$ cat config.mk
export PLATFORM = sky130hd
export DESIGN_NAME = bta_pipe_adder
export DESIGN_NICKNAME = d
export VERILOG_FILES = /design/src/rtl/bta_pkg.sv /design/src/rtl/rca_level.sv /design/src/rtl/bta_pipe_adder.sv
export SDC_FILE = /design/constraint.sdc
export NUM_CORES = 1
export LEC_CHECK = 0
export CAP_MARGIN = 10
export CORE_MARGIN = 4
export CORE_UTILIZATION = 45
export CTS_BUF_LIST = sky130_fd_sc_hd__clkbuf_8 sky130_fd_sc_hd__clkbuf_16
export DETAILED_ROUTE_END_ITERATION = 6
export PLACE_DENSITY = 0.79
export SLEW_MARGIN = 30
export SYNTH_ARGS = -nofsm -noshare
export SYNTH_HDL_FRONTEND = slang
export SYNTH_HIERARCHICAL = 1
export SYNTH_SLANG_ARGS = --single-unit
$ cat constraint.sdc
create_clock -name clk -period 6.9 [get_ports clk]
set_input_delay 1.035 -clock clk [delete_from_list [all_inputs] [get_ports clk]]
set_output_delay 1.035 -clock clk [all_outputs]
set_load 0.005 [all_outputs]
$ cat src/rtl/bta_pkg.sv
// rtl/bta_pkg.sv - shared constants and width helpers for the pipelined tree adder
//
// Contents:
//   DEF_N_OPS, DEF_W, DEF_TAG_W : default parameter values for bta_pipe_adder
//   clog2(v)                    : ceiling log2 usable in constant expressions
//   LEVELS(n_ops)               : number of adder levels in the tree
//   LVL_W(w, l)                 : width of a partial sum after level l
package bta_pkg;

    localparam int DEF_N_OPS = 8;
    localparam int DEF_W     = 16;
    localparam int DEF_TAG_W = 4;

    function automatic int clog2(input int v);
        int r;
        int x;
        r = 0;
        x = v - 1;
        while (x > 0) begin
            r = r + 1;
            x = x >> 1;
        end
        return r;
    endfunction

    function automatic int LEVELS(input int n_ops);
        return clog2(n_ops);
    endfunction

    // Each level adds one bit, so no partial sum can ever overflow.
    function automatic int LVL_W(input int w, input int l);
        return w + l;
    endfunction

endpackage

$ cat src/rtl/rca_level.sv
// rtl/rca_level.sv - one combinational level of pairwise ripple-carry adders
//
// Ports:
//   ops_i : 2*NA operands of WI bits, operand j at [j*WI +: WI]
//   sgn_i : 1 = operands are two's complement (sign-extend), 0 = unsigned
//   sum_o : NA sums of WI+1 bits, sum k = operand 2k + operand 2k+1
module rca_level #(
    parameter int NA = 1,
    parameter int WI = 2
) (
    input  logic [2*NA*WI-1:0]   ops_i,
    input  logic                 sgn_i,
    output logic [NA*(WI+1)-1:0] sum_o
);

    logic [WI-1:0] a;
    logic [WI-1:0] b;
    logic [WI:0]   ax;
    logic [WI:0]   bx;
    logic [WI:0]   s;
    logic          c;

    always_comb begin
        sum_o = '0;
        a     = '0;
        b     = '0;
        ax    = '0;
        bx    = '0;
        s     = '0;
        c     = 1'b0;
        for (int k = 0; k < NA; k++) begin
            a  = ops_i[2*k*WI +: WI];
            b  = ops_i[(2*k+1)*WI +: WI];
            // One extension bit makes the WI+1-bit result exact in both modes.
            ax = {sgn_i & a[WI-1], a};
            bx = {sgn_i & b[WI-1], b};
            c  = 1'b0;
            for (int i = 0; i <= WI; i++) begin
                s[i] = ax[i] ^ bx[i] ^ c;
                c    = (ax[i] & bx[i]) | (c & (ax[i] ^ bx[i]));
            end
            sum_o[k*(WI+1) +: WI+1] = s;
        end
    end

endmodule

$ cat src/rtl/bta_pipe_adder.sv
// rtl/bta_pipe_adder.sv - pipelined multi-operand binary-tree adder with valid/ready
//
// Ports:
//   clk, rst             : clock, asynchronous active-high reset
//   in_valid / in_ready  : input handshake; in_ready = out_ready | ~out_valid
//   in_ops               : N_OPS operands of W bits, operand i at [i*W +: W]
//   in_signed            : per-vector two's-complement flag
//   in_tag               : sideband tag travelling with the vector
//   out_valid / out_ready: output handshake
//   out_sum              : exact sum, W+LEVELS bits
//   out_tag              : tag of the vector that produced out_sum
module bta_pipe_adder
    import bta_pkg::*;
#(
    parameter int N_OPS = DEF_N_OPS,
    parameter int W     = DEF_W,
    parameter int TAG_W = DEF_TAG_W
) (
    input  logic                                  clk,
    input  logic                                  rst,
    input  logic                                  in_valid,
    output logic                                  in_ready,
    input  logic [N_OPS*W-1:0]                    in_ops,
    input  logic                                  in_signed,
    input  logic [TAG_W-1:0]                      in_tag,
    output logic                                  out_valid,
    input  logic                                  out_ready,
    output logic [LVL_W(W, LEVELS(N_OPS))-1:0]    out_sum,
    output logic [TAG_W-1:0]                      out_tag
);

    localparam int N_LVL = LEVELS(N_OPS);
    localparam int OUT_W = LVL_W(W, N_LVL);

    // Whole pipeline moves in lockstep; bubbles are kept, not collapsed.
    logic adv;
    assign adv      = out_ready | ~out_valid;
    assign in_ready = adv;

    for (genvar l = 1; l <= N_LVL; l++) begin : g_lvl
        localparam int WI = W + l - 1;
        localparam int NA = N_OPS >> l;

        logic [2*NA*WI-1:0]   src_ops;
        logic                 src_sgn;
        logic                 src_vld;
        logic [TAG_W-1:0]     src_tag;
        logic [NA*(WI+1)-1:0] sum_d;
        logic [NA*(WI+1)-1:0] sum_q;
        logic                 sgn_q;
        logic                 vld_q;
        logic [TAG_W-1:0]     tag_q;

        if (l == 1) begin : g_first
            assign src_ops = in_ops;
            assign src_sgn = in_signed;
            assign src_vld = in_valid;
            assign src_tag = in_tag;
        end else begin : g_rest
            // Each level adds using the signed flag registered with its own data.
            assign src_ops = g_lvl[l-1].sum_q;
            assign src_sgn = g_lvl[l-1].sgn_q;
            assign src_vld = g_lvl[l-1].vld_q;
            assign src_tag = g_lvl[l-1].tag_q;
        end

        rca_level #(
            .NA (NA),
            .WI (WI)
        ) u_rca (
            .ops_i (src_ops),
            .sgn_i (src_sgn),
            .sum_o (sum_d)
        );

        // Data loads even for bubbles; only the valid bit marks content.
        always_ff @(posedge clk or posedge rst) begin
            if (rst) begin
                sum_q <= '0;
                sgn_q <= 1'b0;
                vld_q <= 1'b0;
                tag_q <= '0;
            end else if (adv) begin
                sum_q <= sum_d;
                sgn_q <= src_sgn;
                vld_q <= src_vld;
                tag_q <= src_tag;
            end
        end
    end

    assign out_valid = g_lvl[N_LVL].vld_q;
    assign out_tag   = g_lvl[N_LVL].tag_q;
    assign out_sum   = OUT_W'(g_lvl[N_LVL].sum_q);

endmodule

==> flow_summary.toml, run 1 <==
[global_routing]
grt_antenna_before_repair = 0
first_global_vias = 5261
overflow = 0
grt_max_degree = 83
grt_usage = 0.1632
grt_pass1_wl_um = 25790

[layout]
antenna_cells = 0
drive_above_1_share = 0.4412
seq_area_mm2 = 0.003503
num-nets-final = 886
area_growth_pct = 33.72
multi_input_area_mm2 = 0.004618
fillers = 1259
fin_area_mm2 = 0.01084

[route]
routed_via_density = 4.822
wl_per_cell_um = 17.44
drt_iter0_drc = 121
dr.max_layer_used = "met4"
m1WireLength_um = 5778
wl_met2_um = 8369
drtPass1Iterations = 4
drc = 0
dr_total_vias = 4200
met3RoutedLength_um = 908
postRouteWirelength_um = 15190
antenna_left = 0

[worst_setup_path]
path_class = "flip-flop to flip-flop"
crit_buf_inv = 4
arrival_ns = 7.10
crit_slowest_cell = "dfrtp_1"
crit_family = "adder cells"
worstSetupEndpointType = "flip-flop"
start_kind = "flip-flop"
max_stage_delay_ns = 0.40
required_ns = 7.20
critPathMostFrequentCell = "fa_2"
path_cells = "ha_2 -> inv_2 -> fa_2 -> inv_1 -> fa_2 -> fa_2 -> fa_2 -> fa_2 -> fa_2 -> fa_2 -> fa_2 -> fa_2 -> fa_2 -> fa_2 -> fa_2 -> fa_2 -> fa_2 -> inv_2 -> fa_1 -> inv_1 -> fa_2 -> fa_2 -> xnor2_1 -> mux2_4"
crit_fanout = 2

[power]
sequentialPowerShare = 0.349
power_switching_mw = 1.259
pwr_density_cell_mw_per_mm2 = 386.6
leakagePower_nw = 4.596
p_comb_frac = 0.414
p_clk_frac = 0.238
ir_drop_v = 0.0002673
internal_power_mw = 2.929
power_switching_share = 0.3006
total_power_mw = 4.189

[outcome]
status = "finished, final reports clean"

[timing]
period_share = 0.9848
hold_slack_ns = 0.4807
worstMarginPinSlew_ns = 0.7541
fin_skew_ns = 0.008789
setup_violations = 0
rsz0062_at_grt = "yes"
hold_violations = 0
slew_violations = 0
finalWorstSetupSlack_ns = 0.1046
finalCriticalPeriod_ns = 6.795
max_freq_ghz = 0.1472
relSlewSlack = 0.4973

[clock_tree]
postCtsSetupRepairBufs = 0
h-tree-depth = 4
path_clk_slew_ns = 0.06
holdBufCountCts = 0
cts_tree = "yes"
cts_buffers = 17
clock-sinks = 140
clk_latency_ns = 0.42
clk_path_buf_depth = 2
root_buffer = "clkbuf_16"

[synth]
synth_top_cell_by_area = "dfrtp_1"
yosys-top-cells-area = "dfrtp_1 43%, fa_1 27%, mux2_4 16%"
ys_warn_count = 6
async_flop_share = 1.000
syn-cell-area_mm2 = 0.008103
syn_nets = 718
synthCells = 465
yosys_register_bits = 140
yosysTopAreaCellShare = 0.4324
seq_area_frac_synth = 0.4324
synth_edf_count = 0
syn_avg_cell_area_um2 = 17.43
synth_cell_types = 13
yosysMostFrequentCell = "dfrtp_1"
synth-main-ff-cell = "dfrtp_1"
synthTopCellsByCount = "140 x dfrtp_1, 109 x fa_1, 88 x mux2_4"

[placed_design]
pre_cts_slack_ns = -0.6708
io_buffers = 161
dpl.hpwl_um = 11750
gp_congestion = 0.8499
placed_area_mm2 = 0.01004

[die]
fp.dieArea_mm2 = 0.02022
die_y_um = 142.2
start_util = 0.4636
io_pins = 162
die_w_um = 142.2
num_rows = 48
coreArea_mm2 = 0.01748

[min_path]
hp-class = "flip-flop to flip-flop"

[job]
cap_violations = 0
-- what timing repair did --
| item | in CTS | in global routing |
|---|---|---|
| endpoints found under the hold margin | 0 | 0 |
| gates resized for setup | 73 | 12 |
| endpoints found under the setup margin | 14 | 12 |
| pin swaps | 52 | 26 |
| cloned | 0 | 0 |
-- state kept, by name (all words and copies together) (netlist names) --
name / count
g_lvl.sgn_q: 2
g_lvl.vld_q: 2
g_lvl.sum_q: 104
out_tag: 4
g_lvl.tag_q: 8
out_sum: 19
out_valid: 1
-- per-layer routing --
layer,vias up,global-route usage
li1,1856,-
met1,2217,0.1943
met2,114,0.2922
met3,13,0.04704
met4,0,0.04040
met5,-,0
-- area by class of cell --
| cell class | instances | share of cell area |
|---|---|---|
| Sequential cell | 140 | 0.3233 |
| Clock inverter | 15 | 0.02044 |
| Tap cell | 225 | 0.02598 |
| Clock buffer | 17 | 0.03926 |
| Inverter | 31 | 0.01120 |
| Multi-Input combinational cell | 278 | 0.4262 |
| Timing Repair Buffer | 165 | 0.1536 |
-- power by group through the flow --
| stage | combinational (mW) | clock [mW] | sequential (mW) |
|---|---|---|---|
| finish | 1.73 | 0.996 | 1.46 |
| global route | 1.98 | 1.06 | 1.51 |
| CTS | 1.78 | 1.02 | 1.47 |
| detailed placement | 1.74 | 0 | 1.47 |
| global placement | 1.65 | 0 | 1.45 |
| floorplan | 1.20 | 0 | 1.39 |
-- layout by cell type (no fill, tap or decap) --
master	count
ha_4	3
ha_2	2
dfrtp_1	140
clkdlybuf4s15_2	1
clkinv_4	2
bufinv_16	5
inv_2	2
inv_6	3
clkinv_2	2
nand2b_1	1
ha_1	2
inv_1	29
buf_6	7
fa_1	14
xnor2_1	7
xor2_1	7
mux2_4	89
nand2b_4	1
dlygate4sd2_1	2
clkdlybuf4s50_1	149
clkinvlp_4	3
fa_2	95
nand2_1	7
clkdlybuf4s15_1	3
buf_12	1
buf_4	2
clkbuf_16	17
mux2_2	50
-- path summary, 6_finish.rpt --
path                                 endpoint  slack [ns]               from  cells past startpoint
setup / recovery                  out_sum[18]        0.10  g_lvl[2].sum_q[0]                     24
hold / removal                      out_valid        0.48     g_lvl[2].vld_q                      1
setup reg to reg                  out_sum[18]        0.10  g_lvl[2].sum_q[0]                     24
hold reg to reg                     out_valid        0.48     g_lvl[2].vld_q                      1
max in group asynchronous   g_lvl[2].sum_q[9]        4.68                rst                      3
min in group asynchronous  g_lvl[1].sum_q[12]        1.07                rst                      2
-- through the flow --
stage / cells / TNS [ns] / utilization
after floorplan: 465 / -0.0008669 / -
after global placement: 838 / -5.088 / 0.5733
after detailed placement: 839 / -6.961 / 0.5747
after CTS: 871 / -0.5833 / 0.6185
after global routing: 871 / -0.07308 / 0.6200
final: 871 / 0 / 0.6200
-- kinds of logic (layout without fill, tap and decap cells) --
logic type               Yosys count  after routing  synth area share
flip-flops                       140            140            0.4324
multiplexers                     139            139            0.2339
adder cells (fa/ha/maj)          116            116            0.2801
buffers and inverters             47            228           0.03274
XOR/XNOR                          14             14           0.01513
AND/OR/NAND/NOR                    9              9          0.005714
(Power assumes the default switching activity.)
==> run 2: changes to the inputs <==
- PLACE_DENSITY: 0.79 -> not set
- PLACE_DENSITY_LB_ADDON: not set -> 0.3
==> flow_summary.toml, run 2 (synthesis results as in run 1) <==
[timing]
max_freq_ghz = 0.1461
rsz0062_at_grt = "yes"
setup_violations = 0
slew_violations = 0
finalCriticalPeriod_ns = 6.847
period_share = 0.9923
worstMarginPinSlew_ns = 0.9137
hold_violations = 0
fin_skew_ns = 0.007144
relSlewSlack = 0.3909
setup_tns_ns = 0

[outcome]
status = "finished, final reports clean"

[clock_tree]
cts_tree = "yes"
path_clk_slew_ns = 0.06
holdBufCountCts = 0
clk_latency_ns = 0.41
cts_buffers = 17
clock-sinks = 140
clk_path_buf_depth = 2
h-tree-depth = 4
root_buffer = "clkbuf_16"

[layout]
antenna_cells = 0
layout_commonest_cell = "clkdlybuf4s50_1"
largest_register_ffs = 104
multi_input_area_mm2 = 0.004616
fin_area_mm2 = 0.01077
num-nets-final = 887
mostFrequentLayoutCells = "150 x clkdlybuf4s50_1, 140 x dfrtp_1, 98 x fa_2"
seq_area_mm2 = 0.003503
top_register = "g_lvl.sum_q"
fillers = 1282
drive_above_1_share = 0.4427
area_growth_pct = 32.97
fin_util = 0.6165

[global_routing]
grt_max_degree = 81
grt_usage = 0.1574
first_global_vias = 5066
grt_antenna_before_repair = 0
grt_pass1_wl_um = 24840
overflow = 0

[route]
postRouteWirelength_um = 14730
drtPass1Iterations = 4
routed_via_density = 4.820
dr_total_vias = 4198
antenna_left = 0
drc = 0
drt_iter0_drc = 104
wl_per_cell_um = 16.91

[worst_setup_path]
reg2reg_slack_ns = 0.05
arrival_ns = 7.14
required_ns = 7.19
start_kind = "flip-flop"
worstSetupEndpointType = "flip-flop"
path_class = "flip-flop to flip-flop"
crit_fanout = 2

[placed_design]
io_buffers = 161
dpl.hpwl_um = 11120
gp_congestion = 0.8196
placed_area_mm2 = 0.01002

[die]
die_y_um = 142.2
coreArea_mm2 = 0.01748
die_w_um = 142.2
io_pins = 162
start_util = 0.4636
num_rows = 48
fp.dieArea_mm2 = 0.02022

[job]
cap_violations = 0

[min_path]
hp-class = "flip-flop to flip-flop"

[power]
ir_drop_v = 0.0002049
leakagePower_nw = 4.584
total_power_mw = 4.111
pwr_density_cell_mw_per_mm2 = 381.6
==> run 2: cell count changes in the layout (fill, tap and decap cells not counted), sizes merged <==
| cell | change |
|---|---|
| clkbuf | +6 |
| clkdlybuf4s15 | -2 |
| dlygate4sd2 | +2 |
| buf | -1 |
| bufinv | -3 |
| clkdlybuf4s50 | +1 |
| clkinvlp | -1 |
| clkinv | -3 |
| dlymetal6s2s | +1 |
==> run 2: per-stage QoR <==
stage               worst slack, ns  hold slack (ns)  instances
finish                      0.05327           0.4755        871
global route                -0.1418           0.5006        871
CTS                         -0.1374           0.4855        870
detailed placement          -0.7067           0.4699        838
global placement            -0.5635           0.4658        838
floorplan                -0.0008669           0.4349        465
==> run 2: per-layer routing <==
layer | global-route usage | vias to the layer above | wire, um
li1 | - | 1856 | -
met3 | 0.05343 | 12 | 984
met4 | 0.03333 | 0 | 103
met2 | 0.2894 | 96 | 8292
met1 | 0.1777 | 2234 | 5347
met5 | 0 | - | 0
==> run 2: report_power, final <==
| part | switching [mW] | internal [mW] |
|---|---|---|
| Sequential | 0.278 | 1.17 |
| Combinational | 0.622 | 1.13 |
| Clock | 0.328 | 0.584 |
==> run 2: final timing paths <==
check	startpoint	cells past startpoint	to
worst min-delay path	g_lvl[2].vld_q	1	out_valid
max in group asynchronous	rst	3	out_sum[17]
worst min register to register	g_lvl[2].vld_q	1	out_valid
worst max-delay path	g_lvl[2].sum_q[0]	24	out_sum[18]
min in group asynchronous	rst	2	g_lvl[1].sum_q[16]
worst max register to register	g_lvl[2].sum_q[0]	24	out_sum[18]
==> run 2: area by class of cell <==
| type | instances | share of cell area |
|---|---|---|
| Clock buffer | 23 | 0.04715 |
| Clock inverter | 8 | 0.008478 |
| Inverter | 31 | 0.01126 |
| Multi-Input combinational cell | 278 | 0.4284 |
| Sequential cell | 140 | 0.3252 |
| Tap cell | 225 | 0.02613 |
| Timing Repair Buffer | 166 | 0.1534 |
==> run 2: timing repair <==
item,CTS,global route
pin swaps,35,21
gates resized for setup,56,22
setup buffers,1,1
setup endpoints to repair,14,13
==> run 2: worst max-delay path: stages, from the launching register on <==
cell	delay (ns)
dfrtp_1	0.40
ha_2	0.19
inv_2	0.05
fa_2	0.18
inv_2	0.04
fa_2	0.34
fa_2	0.40
fa_2	0.35
fa_2	0.35
fa_2	0.35
fa_2	0.34
fa_2	0.34
fa_2	0.34
fa_2	0.35
fa_2	0.35
fa_2	0.34
fa_2	0.35
fa_2	0.34
inv_2	0.06
fa_2	0.18
inv_2	0.04
fa_2	0.33
fa_2	0.34
xnor2_1	0.13
mux2_4	0.26
